--- src/rtl/sdram_pkg.sv ---
// rtl/sdram_pkg.sv - shared SDRAM command encodings, scheduler states and refresh-debt limits
package sdram_pkg;

  // {CS,RAS,CAS,WE}, active-low; also used by the SDRAM datapath
  localparam logic [3:0] CMD_NOP   = 4'b0111;
  localparam logic [3:0] CMD_PRE   = 4'b0010;
  localparam logic [3:0] CMD_REF   = 4'b0001;
  localparam logic [3:0] CMD_MRS   = 4'b0000;
  localparam logic [3:0] CMD_DESEL = 4'b1111;

  typedef logic [2:0] state_t;

  localparam state_t ST_INIT_WAIT = 3'd0;
  localparam state_t ST_INIT_PRE  = 3'd1;
  localparam state_t ST_INIT_REF1 = 3'd2;
  localparam state_t ST_INIT_REF2 = 3'd3;
  localparam state_t ST_INIT_MRS  = 3'd4;
  localparam state_t ST_IDLE      = 3'd5;
  localparam state_t ST_REF       = 3'd6;
  localparam state_t ST_CPU       = 3'd7;

  // JEDEC allows up to 8 postponed refreshes; force one before the limit
  localparam int DEBT_MAX   = 8;
  localparam int DEBT_FORCE = 6;

endpackage

--- src/rtl/sdram_sched_if.sv ---
// rtl/sdram_sched_if.sv - handshake and command bus between scheduler, CPU side and datapath
interface sdram_sched_if;
  logic        REQ;
  logic        DONE;
  logic        GNT;
  logic        OWN;
  logic [3:0]  CMD;
  logic [12:0] ADDR;
  logic        READY;
  logic [3:0]  REF_DEBT;
  logic        REF_OVF;

  modport master (
    output REQ, DONE,
    input  GNT, OWN, CMD, ADDR, READY, REF_DEBT, REF_OVF
  );

  modport slave (
    input  REQ, DONE,
    output GNT, OWN, CMD, ADDR, READY, REF_DEBT, REF_OVF
  );
endinterface

--- src/rtl/sdram_refresh_timer.sv ---
// rtl/sdram_refresh_timer.sv - refresh interval counter, outstanding-refresh debt and sticky overflow
module sdram_refresh_timer
  import sdram_pkg::*;
#(
  parameter int REF_INTERVAL = 780
) (
  input  logic       CLK,
  input  logic       RESET,
  input  logic       tick_en,
  input  logic       ref_issued,
  output logic       tick,
  output logic [3:0] ref_debt,
  output logic       ref_ovf
);

  logic [15:0] ival;

  // the wrap cycle of the interval counter is the refresh tick
  assign tick = tick_en && (ival == 16'(REF_INTERVAL - 1));

  // interval counter runs only once init is complete
  always_ff @(posedge CLK or posedge RESET) begin
    if (RESET) begin
      ival <= 16'd0;
    end else if (tick_en) begin
      ival <= tick ? 16'd0 : ival + 16'd1;
    end
  end

  // debt: +1 per tick, -1 per issued refresh, saturating with sticky overflow
  always_ff @(posedge CLK or posedge RESET) begin
    if (RESET) begin
      ref_debt <= 4'd0;
      ref_ovf  <= 1'b0;
    end else if (tick && !ref_issued) begin
      if (ref_debt == 4'(DEBT_MAX)) begin
        ref_ovf <= 1'b1;
      end else begin
        ref_debt <= ref_debt + 4'd1;
      end
    end else if (ref_issued && !tick && (ref_debt != 4'd0)) begin
      ref_debt <= ref_debt - 4'd1;
    end
  end

endmodule

--- src/rtl/sdram_sched.sv ---
// rtl/sdram_sched.sv - SDRAM command scheduler: init, refresh, CPU grant; SDRAM_SCHED_DEBT_EN selects CPU-first arbitration
module sdram_sched
  import sdram_pkg::*;
#(
  parameter int          INIT_WAIT    = 20000,
  parameter int          REF_INTERVAL = 780,
  parameter int          T_RP         = 2,
  parameter int          T_RFC        = 7,
  parameter int          T_MRD        = 2,
  parameter logic [12:0] MODE_WORD    = 13'h022
) (
  input  logic         CLK,
  input  logic         RESET,
  sdram_sched_if.slave bus
);

  state_t      state, state_n;
  logic [15:0] cnt, cnt_n;
  logic [3:0]  cmd_q, cmd_n;
  logic [12:0] addr_q, addr_n;
  logic        gnt_q, gnt_n;
  logic        own_q, own_n;
  logic        ready_q;
  logic        tick;
  logic        ref_issued;
  logic        ref_need;
  logic [3:0]  ref_debt;
  logic        ref_ovf;

  // count 0 of the REF state is the AUTO_REFRESH command cycle
  assign ref_issued = (state == ST_REF) && (cnt == 16'd0);
  // a tick in the arbitration cycle already counts as pending debt
  assign ref_need   = (ref_debt != 4'd0) || tick;

  sdram_refresh_timer #(
    .REF_INTERVAL (REF_INTERVAL)
  ) u_timer (
    .CLK        (CLK),
    .RESET      (RESET),
    .tick_en    (ready_q),
    .ref_issued (ref_issued),
    .tick       (tick),
    .ref_debt   (ref_debt),
    .ref_ovf    (ref_ovf)
  );

  // next state: each command state issues at count 0, then waits out its timing
  always_comb begin
    state_n = state;
    cnt_n   = cnt + 16'd1;
    case (state)
      ST_INIT_WAIT: if (cnt == 16'(INIT_WAIT - 1)) begin state_n = ST_INIT_PRE;  cnt_n = 16'd0; end
      ST_INIT_PRE:  if (cnt == 16'(T_RP))          begin state_n = ST_INIT_REF1; cnt_n = 16'd0; end
      ST_INIT_REF1: if (cnt == 16'(T_RFC))         begin state_n = ST_INIT_REF2; cnt_n = 16'd0; end
      ST_INIT_REF2: if (cnt == 16'(T_RFC))         begin state_n = ST_INIT_MRS;  cnt_n = 16'd0; end
      ST_INIT_MRS:  if (cnt == 16'(T_MRD))         begin state_n = ST_IDLE;      cnt_n = 16'd0; end
      ST_REF:       if (cnt == 16'(T_RFC))         begin state_n = ST_IDLE;      cnt_n = 16'd0; end
      ST_IDLE: begin
        cnt_n = 16'd0;
`ifdef SDRAM_SCHED_DEBT_EN
        if (bus.REQ && (ref_debt < 4'(DEBT_FORCE))) state_n = ST_CPU;
        else if (ref_need)                          state_n = ST_REF;
`else
        if (ref_need)     state_n = ST_REF;
        else if (bus.REQ) state_n = ST_CPU;
`endif
      end
      ST_CPU: begin
        cnt_n = 16'd0;
        if (bus.DONE || !bus.REQ) state_n = ST_IDLE;
      end
      default: begin
        state_n = ST_INIT_WAIT;
        cnt_n   = 16'd0;
      end
    endcase
  end

  // bus outputs for the state being entered, so they register alongside it
  always_comb begin
    cmd_n  = CMD_NOP;
    addr_n = 13'd0;
    gnt_n  = 1'b0;
    own_n  = 1'b1;
    case (state_n)
      ST_INIT_PRE: if (cnt_n == 16'd0) begin cmd_n = CMD_PRE; addr_n[10] = 1'b1; end
      ST_INIT_REF1, ST_INIT_REF2, ST_REF: if (cnt_n == 16'd0) cmd_n = CMD_REF;
      ST_INIT_MRS: if (cnt_n == 16'd0) begin cmd_n = CMD_MRS; addr_n = MODE_WORD; end
      ST_CPU: begin gnt_n = 1'b1; own_n = 1'b0; end
      default: ;
    endcase
  end

  // state and registered bus outputs; reset deselects the bus and drops any grant
  always_ff @(posedge CLK or posedge RESET) begin
    if (RESET) begin
      state   <= ST_INIT_WAIT;
      cnt     <= 16'd0;
      cmd_q   <= CMD_DESEL;
      addr_q  <= 13'd0;
      gnt_q   <= 1'b0;
      own_q   <= 1'b1;
      ready_q <= 1'b0;
    end else begin
      state   <= state_n;
      cnt     <= cnt_n;
      cmd_q   <= cmd_n;
      addr_q  <= addr_n;
      gnt_q   <= gnt_n;
      own_q   <= own_n;
      ready_q <= ready_q | (state_n == ST_IDLE);
    end
  end

  assign bus.CMD      = cmd_q;
  assign bus.ADDR     = addr_q;
  assign bus.GNT      = gnt_q;
  assign bus.OWN      = own_q;
  assign bus.READY    = ready_q;
  assign bus.REF_DEBT = ref_debt;
  assign bus.REF_OVF  = ref_ovf;

endmodule

--- src/flat_wrapper.sv ---
// flat-port wrapper written by rule: the top's interface ports become plain ports
module sdram_sched_flat import sdram_pkg::*;
#(
  parameter int          INIT_WAIT    = 20000,
  parameter int          REF_INTERVAL = 780,
  parameter int          T_RP         = 2,
  parameter int          T_RFC        = 7,
  parameter int          T_MRD        = 2,
  parameter logic [12:0] MODE_WORD    = 13'h022
)
  (CLK, RESET, bus_REQ, bus_DONE, bus_GNT, bus_OWN, bus_CMD, bus_ADDR, bus_READY, bus_REF_DEBT, bus_REF_OVF);
  sdram_sched_if bus_i ();
  input  logic CLK;
  input  logic RESET;
  input wire logic [$bits(bus_i.REQ)-1:0] bus_REQ;
  input wire logic [$bits(bus_i.DONE)-1:0] bus_DONE;
  output wire logic [$bits(bus_i.GNT)-1:0] bus_GNT;
  output wire logic [$bits(bus_i.OWN)-1:0] bus_OWN;
  output wire logic [$bits(bus_i.CMD)-1:0] bus_CMD;
  output wire logic [$bits(bus_i.ADDR)-1:0] bus_ADDR;
  output wire logic [$bits(bus_i.READY)-1:0] bus_READY;
  output wire logic [$bits(bus_i.REF_DEBT)-1:0] bus_REF_DEBT;
  output wire logic [$bits(bus_i.REF_OVF)-1:0] bus_REF_OVF;
  assign bus_i.REQ = bus_REQ;
  assign bus_i.DONE = bus_DONE;
  assign bus_GNT = bus_i.GNT;
  assign bus_OWN = bus_i.OWN;
  assign bus_CMD = bus_i.CMD;
  assign bus_ADDR = bus_i.ADDR;
  assign bus_READY = bus_i.READY;
  assign bus_REF_DEBT = bus_i.REF_DEBT;
  assign bus_REF_OVF = bus_i.REF_OVF;
  sdram_sched #(.INIT_WAIT(INIT_WAIT), .REF_INTERVAL(REF_INTERVAL), .T_RP(T_RP), .T_RFC(T_RFC), .T_MRD(T_MRD), .MODE_WORD(MODE_WORD)) u_core (.CLK(CLK), .RESET(RESET), .bus(bus_i));
endmodule
--- config.mk ---
export PLATFORM = sky130hd
export DESIGN_NAME = sdram_sched_flat
export DESIGN_NICKNAME = d
export VERILOG_FILES = /design/src/rtl/sdram_pkg.sv /design/src/rtl/sdram_sched_if.sv /design/src/rtl/sdram_refresh_timer.sv /design/src/rtl/sdram_sched.sv /design/src/flat_wrapper.sv
export SDC_FILE = /design/constraint.sdc
export NUM_CORES = 1
export LEC_CHECK = 0
export CAP_MARGIN = 20
export CORE_MARGIN = 4
export CORE_UTILIZATION = 47
export CTS_CLUSTER_DIAMETER = 40
export CTS_CLUSTER_SIZE = 10
export DETAILED_ROUTE_END_ITERATION = 8
export GPL_TIMING_DRIVEN = 0
export PLACE_DENSITY = 0.77
export SYNTH_ARGS = -nofsm -noshare
export SYNTH_HDL_FRONTEND = slang
export SYNTH_SLANG_ARGS = --single-unit
--- constraint.sdc ---
create_clock -name CLK -period 2.9 [get_ports CLK]
set_input_delay 0.87 -clock CLK [delete_from_list [all_inputs] [get_ports CLK]]
set_output_delay 0.87 -clock CLK [all_outputs]
set_load 0.02 [all_outputs]
==> summary.txt, run 1 <==
Pwr
  – Switching power: roughly 0.26 mW
  – PD cells: 327.4 nW/um^2
  – Maximum vdd drop: 0.1963 mV
  – Combinational share of power: 4.0%
  – Clock group share of total power: a little over a third
  – Pleak: roughly 1.6 nW
  – Part of the power in registers: between 60 and 70%
  – Sw frac: 23.25%
  – Internal: between 0.8 and 0.9 mW

Yosys
  – Top-area cell type share of the netlist area: a little under two fifths
  – Post-Synth XOR/XNOR Area: between 10% and 20%
  – Syn Inst Count: 310
  – Synth area leader: dfrtp_1
  – Post-synth EDFFs: 0
  – Register area share after synthesis: between 40 and 50%
  – Compound-Gate Fraction of Synth Area: under 10%
  – Largest family of logic cells by synthesized area: simple AND/OR/NAND/NOR gates
  – Netlist cell types: 62
  – Mux share of post-synthesis cell area: ~1.8%
  – Most frequent cell after synthesis: dfrtp_1
  – FF+latch count, synth: 49
  – Synthesized-area fraction occupied by adder cells: 3.201%
  – Commonest cells in the netlist: 44 x dfrtp_1, 40 x nor2_1, 18 x nand2_1, 18 x xnor2_1, 17 x nand4_1
  – Syn_area_per_cell: 9.582 sq um
  – Async set-reset flop share out of synthesis: 100.0%
  – Top FF cell, synth: dfrtp_1
  – Top cells by area, synth: dfrtp_1 37%, xnor2_1 5.3%, nor2_1 5.1%, xor2_1 4.7%, dfstp_2 4.4%
  – Synth Cell Area: between 2000 and 3000 sq um
  – Yosys Warn Count: 0
  – Synth Area in Simple Gates: a little under a quarter

Job
  – Max-cap viol count: 0

Min path
  – Hold Path Class: reg -> reg

Setup path
  – Crit-path most repeated cell: xor2_1
  – Critical Path, Cell by Cell: bufbuf_8, nor4_2, nand4_1, buf_4, o31ai_4, ha_1, a21o_1, a21oi_1, xor2_1, nor2_1, xor2_1
  – Critical Path AT: between 2000 and 3000 ps
  – Worst Path Class, Setup: reg -> reg
  – Worst setup EP type: flip-flop
  – CP bufs+invs: 2
  – Critical path's largest stage delay: about 370 ps
  – Req. time, crit path: ~3100 ps
  – CP delay by family, top: compound AO/OA/AOI/OAI gates
  – Crit path launch type: flip-flop
  – CP max stage cell: dfrtp_1
  – Crit Path Max Fanout: 7

Clocking
  – Skew-Pair Late Insertion Delay: roughly 310 ps
  – TritonCTS clock tree: yes
  – Hold-fix buffers, CTS: 0
  – # H-tree levels: 2
  – Clock slew at reported path FFs: roughly 90 ps
  – Root buf cell: clkbuf_8
  – CTS Buffer Depth: 2
  – Num CTS Buffers: 5
  – Sink Count: between 40 and 50

Placement
  – Dpl hpwl: approximately 4.3 mm
  – DP Worst Slack: -209.0 ps
  – RePlAce Congestion: 0.8816
  – I/O Buffers: 18

GRT
  – Largest net degree at the start of global routing: 27
  – Antenna violations before repair: 0
  – Gr ovfl total: 0
  – Vias in the first global route: between 2000 and 2500
  – First-pass GRT wire length: approximately 11 mm
  – Total GRT Usage: ~18%

Route
  – Routed vias: about 2300
  – First drt pass iteration count: 4
  – Via density: about 5.5
  – Drt first-iter violations: 154
  – Number of remaining DRC errors: 0
  – Remaining antenna violation count after routing: 0
  – Drt total wl: ~6 mm
  – Avg WL per Cell: approximately 14 um

Outcome
  – Status: complete, no violations

Floorplanning
  – I/O pin count: 29
  – Die width: around 90 um
  – Die height: ~90 um
  – Core area: ~6000 sq um
  – Die area: around 7700 sq um
  – Std-Cell Rows: 28
  – Starting Density: 49.29%

Timing
  – Headroom to the max-slew limit: around 63%
  – Final WS setup: around 140 ps
  – Period utilization: about 95%
  – Setup TNS: 0 ps
  – Endpoints failing setup: 0
  – Clock Skews: approximately 7.6 ps
  – Crit path time final: around 2800 ps
  – Final hold vios: 0
  – Tightest Pin Transition: roughly 550 ps
  – Pins over their slew limit: 0
  – Max Freq: 362.9 MHz
  – RSZ-0062 raised after global routing: no

Final layout
  – Syn-to-layout area delta: 16.89%
  – Share of cells above drive strength 1: approximately 19%
  – Fillers: between 500 and 600
  – Net count reported at finish: between 300 and 400
  – Diodes inserted: 0
-- state kept, by name (all words and copies together), names as in the netlist --
name,flops
u_core.cnt,16
u_core.u_timer.ival,16
u_core.bus.CMD,4
u_core.u_timer.ref_debt,4
u_core.state,3
u_core.bus.ADDR,2
u_core.bus.GNT,1
u_core.bus.OWN,1
u_core.bus.READY,1
u_core.u_timer.ref_ovf,1
-- worst paths after layout --
check / start / end / slack, ps / cells past startpoint
setup / recovery: u_core.cnt[11] / u_core.u_timer.ref_debt[3] / 140 / 11
hold / removal: u_core.u_timer.ival[15] / u_core.u_timer.ival[15] / 470 / 1
setup reg to reg: u_core.cnt[11] / u_core.u_timer.ref_debt[3] / 140 / 11
hold reg to reg: u_core.u_timer.ival[15] / u_core.u_timer.ival[15] / 470 / 1
max in group asynchronous: RESET / u_core.bus.CMD[3] / 1400 / 3
min in group asynchronous: RESET / u_core.bus.READY / 910 / 2
-- metrics by stage --
| stage | power [mW] | cell area, sq um | hold slack (ps) | util (%) | std cells |
|---|---|---|---|---|---|
| 2_1_floorplan | 0.7308 | 3008 | 434.8 | - | 320 |
| 3_3_place_gp | 0.7405 | 3282 | 458.2 | 54.46 | 413 |
| 3_5_place_dp | 0.7443 | 3302 | 458.9 | 54.80 | 414 |
| 4_1_cts | 1.155 | 3426 | 472.4 | 56.85 | 425 |
| 5_1_grt | 1.183 | 3472 | 480.6 | 57.62 | 428 |
| 6_report | 1.137 | 3472 | 468.2 | 57.62 | 428 |
-- power groups by stage --
stage               clock, mW  sequential (mW)  combinational, mW
CTS                     0.424            0.684             0.0467
finish                  0.406            0.684             0.0460
global placement            0            0.698             0.0429
detailed placement          0            0.698             0.0467
floorplan                   0            0.699             0.0321
global route            0.446            0.685             0.0514
-- cell type report --
class	instances	area [sq um]	share of cell area [%]
multi-input cells	225	1501	43.24
clock inverters	3	21.27	0.6126
plain buffers	31	251.5	7.243
repair buffers	25	245.2	7.063
clock buffers	5	68.82	1.982
well taps	75	93.84	2.703
flip-flops and latches	49	1234	35.53
inverters	15	56.30	1.622
-- timing repair --
action | CTS | global route
endpoints found under the setup margin | 1 | 9
setup buffers | 3 | 3
gates resized for setup | 2 | 7
pin swaps | 1 | 1
-- layer usage --
metal / part of all wire, % / vias to the layer above / global-route usage, % / wire (um)
li1: - / 1152 / - / -
met1: 45 / 1124 / 23.62 / 2716
met2: 49 / 54 / 27.95 / 2924
met3: 4.2 / 15 / 3.217 / 254
met4: 1.9 / 0 / 6.555 / 112
met5: 0 / - / 0 / 0
-- layout by cell type (no fill, tap or decap), types with 3 or more instances in the layout --
master	n
and3_1	6
buf_2	3
buf_4	20
buf_6	7
clkbuf_1	4
clkbuf_8	6
clkdlybuf4s50_1	18
conb_1	11
dfrtp_1	43
dfstp_2	5
ha_1	6
inv_1	14
mux2_2	3
nand2_1	18
nand3_1	15
nand4_1	17
nor2_1	40
nor3_1	11
o21ai_0	4
o21bai_1	3
or3_1	3
xnor2_1	18
xor2_1	16
-- cells by family after synthesis --
kind of cell	Yosys count
other	1
xor gates and xnor gates	34
adders and majority gates	7
AOI/OAI and AO/OA	36
and+or+nand+nor	132
DFF	49
buffers and inverters	46
muxes	5
Note: power is estimated with default switching activity, not from simulation.
==> run 2: changes to the inputs <==
Settings changed: SYNTH_HIERARCHICAL from default to 1.
==> run 2 against run 1 <==
Net effect:
- sequential share of layout area decreased by 1.8 points
- synthesized cell count increased by 5.8%
- routed wire length up 7.1%
- clock-buffer cell count unchanged
- via count grew 5.2%
- final cell count increased by 4.9%
- core utilization rose by 0.094 points
- design area grew 5.5%
- fmax is essentially flat
==> summary.txt, run 2 <==
Outcome
  – Status: complete, no violations

Min path
  – Hold Path End: u_core/u_timer/ref_ovf
  – Hold Path Class: reg -> reg
  – Hold Crit Depth: 1 (unchanged)
  – Worst min-delay path startpoint: u_core/u_timer/ref_ovf

Yosys
  – Top FF cell, synth: dfrtp_1
  – Top-area cell type share of the netlist area: 35.63% (-1.4 points)
  – Most frequent cell after synthesis: dfrtp_1
  – Mux share of post-synthesis cell area: 3.401% (+1.6 points)
  – Top cells by area, synth: dfrtp_1 36%, xnor2_1 6.0%, dfstp_2 4.3%, nor2_1 4.3%, buf_4 3.9%
  – Post-synth EDFFs: 0 (unchanged)
  – Synth Cell Area: 3090 sq um (+4.0%)
  – Async set-reset flop share out of synthesis: 100.0% (unchanged)
  – Syn Inst Count: 328 (+5.8%)
  – Netlist cell types: 67 (+8.1%)
  – Synthesized-area fraction occupied by adder cells: 3.077% (-0.12 points)
  – Yosys Warn Count: 6 (+6)
  – Post-Synth XOR/XNOR Area: 9.352% (-0.67 points)
  – Synth Area in Simple Gates: 25.10% (+1.4 points)
  – Register area share after synthesis: 39.88% (-1.6 points)
  – Synth area leader: dfrtp_1
  – Commonest cells in the netlist: 44 x dfrtp_1, 35 x nor2_1, 25 x nand2_1
  – Syn_area_per_cell: 9.422 sq um (-1.7%)
  – Compound-Gate Fraction of Synth Area: 11.01% (+1.6 points)
  – FF+latch count, synth: 49 (unchanged)
  – Largest family of logic cells by synthesized area: simple AND/OR/NAND/NOR gates

Setup path
  – Crit Path Max Fanout: 10 (+3)
  – CP max stage cell: or4_4
  – CP delay by family, top: simple AND/OR/NAND/NOR gates
  – Worst Path Class, Setup: reg -> reg
  – Reg2Reg Launch Point: u_core/u_timer/ival[12]
  – Req. time, crit path: 3120 ps (+30 ps)
  – Critical Path AT: 2980 ps (+30 ps)
  – Reg-to-reg endpoint: u_core/u_timer/ref_debt[3]
  – Register-to-Register Path Depth: 9 (-2)
  – Critical path's largest stage delay: 570 ps (+200 ps)
  – Crit path launch type: flip-flop
  – CP bufs+invs: 1 (-1)
  – Worst setup EP type: flip-flop
  – R2r setup slk: 150 ps (about the same)
  – Critical Path, Cell by Cell: or4_4, nor4_4, buf_6, nand2_2, ha_1, a21oi_2, nand2_1, o311a_1, a211oi_1

Timing
  – Pins over their slew limit: 0 (unchanged)
  – Crit path time final: 2754 ps (-1.245 ps)
  – Max Freq: 363.1 MHz (about the same)
  – Headroom to the max-slew limit: 47.39% (-16 points)
  – Endpoints failing setup: 0 (unchanged)
  – Period utilization: 94.97% (about the same)
  – Clock Skews: 10.32 ps (+2.736 ps)
  – Final hold vios: 0 (unchanged)
  – RSZ-0062 raised after global routing: no
  – Tightest Pin Transition: 788.3 ps (+243.2 ps)
  – Hold slack final: 475.7 ps (+7.470 ps)

Clocking
  – Root buf cell: clkbuf_8
  – Clock slew at reported path FFs: 100 ps (about the same)
  – Hold-fix buffers, CTS: 0 (unchanged)
  – Sink Count: 49 (unchanged)
  – Num CTS Buffers: 5 (unchanged)
  – CTS Buffer Depth: 2 (unchanged)
  – # H-tree levels: 2 (unchanged)
  – TritonCTS clock tree: yes
  – Skew-Pair Late Insertion Delay: 310 ps (about the same)

Route
  – Drt first-iter violations: 146 (-5.2%)
  – Drt total wl: 6.436 mm (+7.1%)
  – Via density: 5.494 (+0.28%)
  – First drt pass iteration count: 4 (unchanged)
  – Remaining antenna violation count after routing: 0 (unchanged)
  – Number of remaining DRC errors: 0 (unchanged)
  – Avg WL per Cell: 14.33 um (+2.1%)
  – Routed vias: 2467 (+5.2%)

Floorplanning
  – I/O pin count: 29 (unchanged)
  – Die area: 7937 sq um (+3.7%)
  – Die width: 89.09 um (+1.8%)
  – Std-Cell Rows: 29 (+3.6%)
  – Die height: 89.09 um (+1.8%)
  – Core area: 6350 sq um (+5.4%)
  – Starting Density: 48.67% (-0.62 points)

GRT
  – Antenna violations before repair: 0 (unchanged)
  – First-pass GRT wire length: 10.98 mm (+2.8%)
  – Gr ovfl total: 0 (unchanged)
  – Vias in the first global route: 2393 (+5.7%)
  – Total GRT Usage: 17.19% (-0.33 points)
  – Largest net degree at the start of global routing: 29 (+7.4%)

Placement
  – RePlAce Congestion: 0.9141 (+3.7%)
  – Placed inst area: 3423 sq um (+3.7%)
  – Dpl hpwl: 4.481 mm (+3.0%)
  – I/O Buffers: 18 (unchanged)

Final layout
  – Fillers: 539 (-0.19%)
  – Most common cell after layout, fill and taps aside: dfrtp_1
  – Layout Utilization: 57.71% (+0.094 points)
  – Biggest regs: u_core/cnt: 16 flops, u_core/u_timer/ival: 16 flops
  – Diodes inserted: 0 (unchanged)
  – Syn-to-layout area delta: 18.58%
  – Commonest non-fill, non-tap cells in the layout: 42 x dfrtp_1, 35 x nor2_1, 24 x buf_4, 24 x nand2_1, 21 x xnor2_1
  – Share of cells above drive strength 1: 20.16% (+0.90 points)
  – Net count reported at finish: 382 (+5.2%)
  – Final instance area: 3665 sq um (+5.5%)

Pwr
  – Sw frac: 23.98% (+0.73 points)
  – Pleak: 1.546 nW (-2.1%)
  – Internal: 1.002 mW (+15%)
  – Maximum vdd drop: 0.3814 mV (+94%)
  – Switching power: 0.3160 mW (+20%)
  – Combinational share of power: 8.8% (+4.8 points)
  – PD cells: 359.5 nW/um^2 (+9.8%)
  – Clock group share of total power: 37.6% (+1.8 points)
  – Part of the power in registers: 53.6% (-6.6 points)

Job
  – Max-cap viol count: 0 (unchanged)
-- run 2: changes by cell type in the layout (fill, tap and decap cells not counted), sizes merged, moves of 5 or more --
cell	change
nand2	+7
nand4	-5
a21oi	+5
and3	-5
-- run 2: power by group through the flow --
stage / Clock [mW] / Combinational (mW) / Sequential (mW)
after CTS: 0.514 / 0.114 / 0.706
after floorplan: 0 / 0.0708 / 0.729
after global placement: 0 / 0.113 / 0.719
after detailed placement: 0 / 0.114 / 0.720
final: 0.495 / 0.116 / 0.707
after global routing: 0.541 / 0.128 / 0.708
-- run 2: cell families (layout without fill, tap and decap cells) --
kind of cell / count (synthesis) / in the layout
flip-flops: 49 / 49
buffers and inverters: 44 / 78
other: 1 / 11
multiplexers: 10 / 10
AND/OR/NAND/NOR: 139 / 139
AO/OA/AOI/OAI: 45 / 45
XOR/XNOR: 33 / 33
adder cells (fa/ha/maj): 7 / 7
-- run 2: worst register-to-register path: stages (launching register included) --
cell      delay, ps
dfrtp_1         430
or4_4           570
nor4_4          320
buf_6           190
nand2_2          90
ha_1            330
a21oi_2         180
nand2_1         100
o311a_1         290
a211oi_1        160
-- run 2: cell type report --
cell class,count,area [sq um],share of cell area (%)
plain buffers,30,206.4,5.633
clock buffers,5,68.82,1.878
clock inverters,3,46.29,1.263
inverters,14,56.30,1.536
multi-input cells,245,1695,46.26
flip-flops and latches,49,1235,33.70
well taps,77,96.34,2.629
repair buffers,26,260.3,7.101
-- run 2: through the flow --
step                      cells  total power [mW]  TNS, ps  worst slack [ps]
after floorplan             338            0.7994        0             9.664
after global placement      433            0.8323    -1709            -248.6
after detailed placement    433            0.8343    -2244            -317.5
after CTS                   443             1.334        0             16.65
after global routing        449             1.377        0             3.715
final                       449             1.318        0             146.0
-- run 2: worst max path at each step --
stage	start	end	slack [ps]	cells after the start
6_report	u_core/u_timer/ival[12]	u_core/u_timer/ref_debt[3]	150	9
5_1_grt	u_core/cnt[15]	u_core/u_timer/ref_debt[3]	4	11
4_1_cts	u_core/cnt[15]	u_core/u_timer/ref_debt[3]	20	11
3_5_place_dp	u_core/u_timer/ival[10]	u_core/bus.READY	-320	9
3_3_place_gp	u_core/u_timer/ival[10]	u_core/bus.READY	-250	9
2_1_floorplan	u_core/u_timer/ival[10]	u_core/u_timer/ref_debt[3]	10	9
-- run 2: metal layers --
metal | share of wire (%) | up-vias | wire (um) | global-route usage (%)
li1 | - | 1221 | - | -
met1 | 46 | 1196 | 2990 | 22.38
met2 | 49 | 44 | 3168 | 29.60
met3 | 3.3 | 6 | 212 | 2.857
met4 | 0.98 | 0 | 63 | 4.601
met5 | 0 | - | 0 | 0
-- run 2: repair_timing --
action,4_1_cts,5_1_grt
endpoints found under the setup margin,10,8
buffers inserted,2,5
gates resized for setup,5,8
pin swaps,2,3
hold endpoints to repair,0,0
==> edit: new RTL, settings of run 1 <==
Build with the macro `SDRAM_SCHED_DEBT_EN` defined.
--- a/src/rtl/sdram_sched.sv
+++ b/src/rtl/sdram_sched.sv
@@ -1,3 +1,5 @@
 // rtl/sdram_sched.sv - SDRAM command scheduler: init, refresh, CPU grant; SDRAM_SCHED_DEBT_EN selects CPU-first arbitration
+`define SDRAM_SCHED_DEBT_EN
+
 module sdram_sched
   import sdram_pkg::*;
Formal check against the unedited RTL: no difference found for any inputs over 10 cycles, from zero or initial values and one cycle with RESET high; that may be too few to reach the edited logic, so the function may still have changed.
==> edit against run 1 <==
  * Sequential power hardly changed
  * Clock skew about the same
  * Combinational power hardly changed
  * Via count shrank 3.4%
  * Routed wire length down 1.5%
  * Setup slack worse by 0.026 ns
  * Power rose by 7.2%
  * Sequential cell count is the same
  * Area after synthesis decreased by 5.9%
  * Final area is 0.22% lower
  * Critical endpoint is now u_core.u_timer.ref_debt[1]
==> edit: results <==
sta:
  holdWs_ns: 0.480
  worstMarginPinSlew_ns: 0.576
  fin_skew_ns: 0.00759
critical_path:
  cp-endpoint: "u_core.u_timer.ref_debt[1]"
  rrSetupSlack_ns: 0.12
  critPathMaxFanout: 4
  arrival_ns: 2.98
  cpPeakStageDelay_ns: 0.56
global_routing:
  grt_pass1_vias: 2157
  grt_pass1_wl_um: 10000
  grtUsageMet3_pct: 3.01
  grt_usage_pct: 16.6
  grtUsageMet1_pct: 23.7
  grt_start_max_net_pins: 31
cells_and_area:
  non_clock_inverter_count: 12
  synthToLayoutAreaGrowth_pct: 23.9
  n_clock_buffer: 6
  final.fill_count: 461
  stdcell_area_um2: 3460
  nNetsFinal: 358
  layout-drive-gt1-share_pct: 23.3
clock_tree:
  postCtsSetupRepairBufs: 6
  cts_resized: 4
power:
  vdd_drop_max_mv: 0.252
  combPwrFrac_pct: 3.8
placed_design:
  gp_congestion: 0.859
  dpl_worst_slack_ns: -0.116
  dp_hpwl_um: 3910
route:
  avgViaCountPerCell: 5.40
  vias: 2266
  wl_per_cell_um: 14.1
outcome:
  status: "complete, no violations"
hold_path:
  hold_start: "u_core.u_timer.ref_ovf"
synth:
  ys_top_cells_by_count: "dfrtp_1, nor2_1, nand2_1"
==> edit: cell count changes after synthesis, moves of 3 or more <==
cell,delta
nor2_1,-4
nor4_1,+4
buf_6,-7
inv_1,-3
nor3_1,-4
nand3_1,-8
nand4_1,-6
and2_1,+4
nand2_1,+11
xnor2_1,+3
==> edit: logic make-up after synthesis <==
family | after synthesis | share of synthesized area, %
fa+ha+maj | 8 | 3.76
compound gates | 29 | 7.88
mux | 4 | 1.66
xor+xnor | 37 | 11.6
flops | 49 | 44.1
simple gates | 130 | 24.8
buf+inv | 33 | 6.09
other cells | 1 | 0.134
==> edit: layer usage <==
metal  routed length (um)  up-vias
met5                    0        -
met1                 2770     1088
met2                 2760       75
li1                     -     1095
met3                  310        8
met4                   80        0
==> edit: critical path: cells and delay by family (launching register included) <==
kind	cells	cell delay (ns)
simple gates	4	1.39
fa+ha+maj	1	0.40
mux	1	0.27
flops	1	0.41
buf+inv	2	0.20
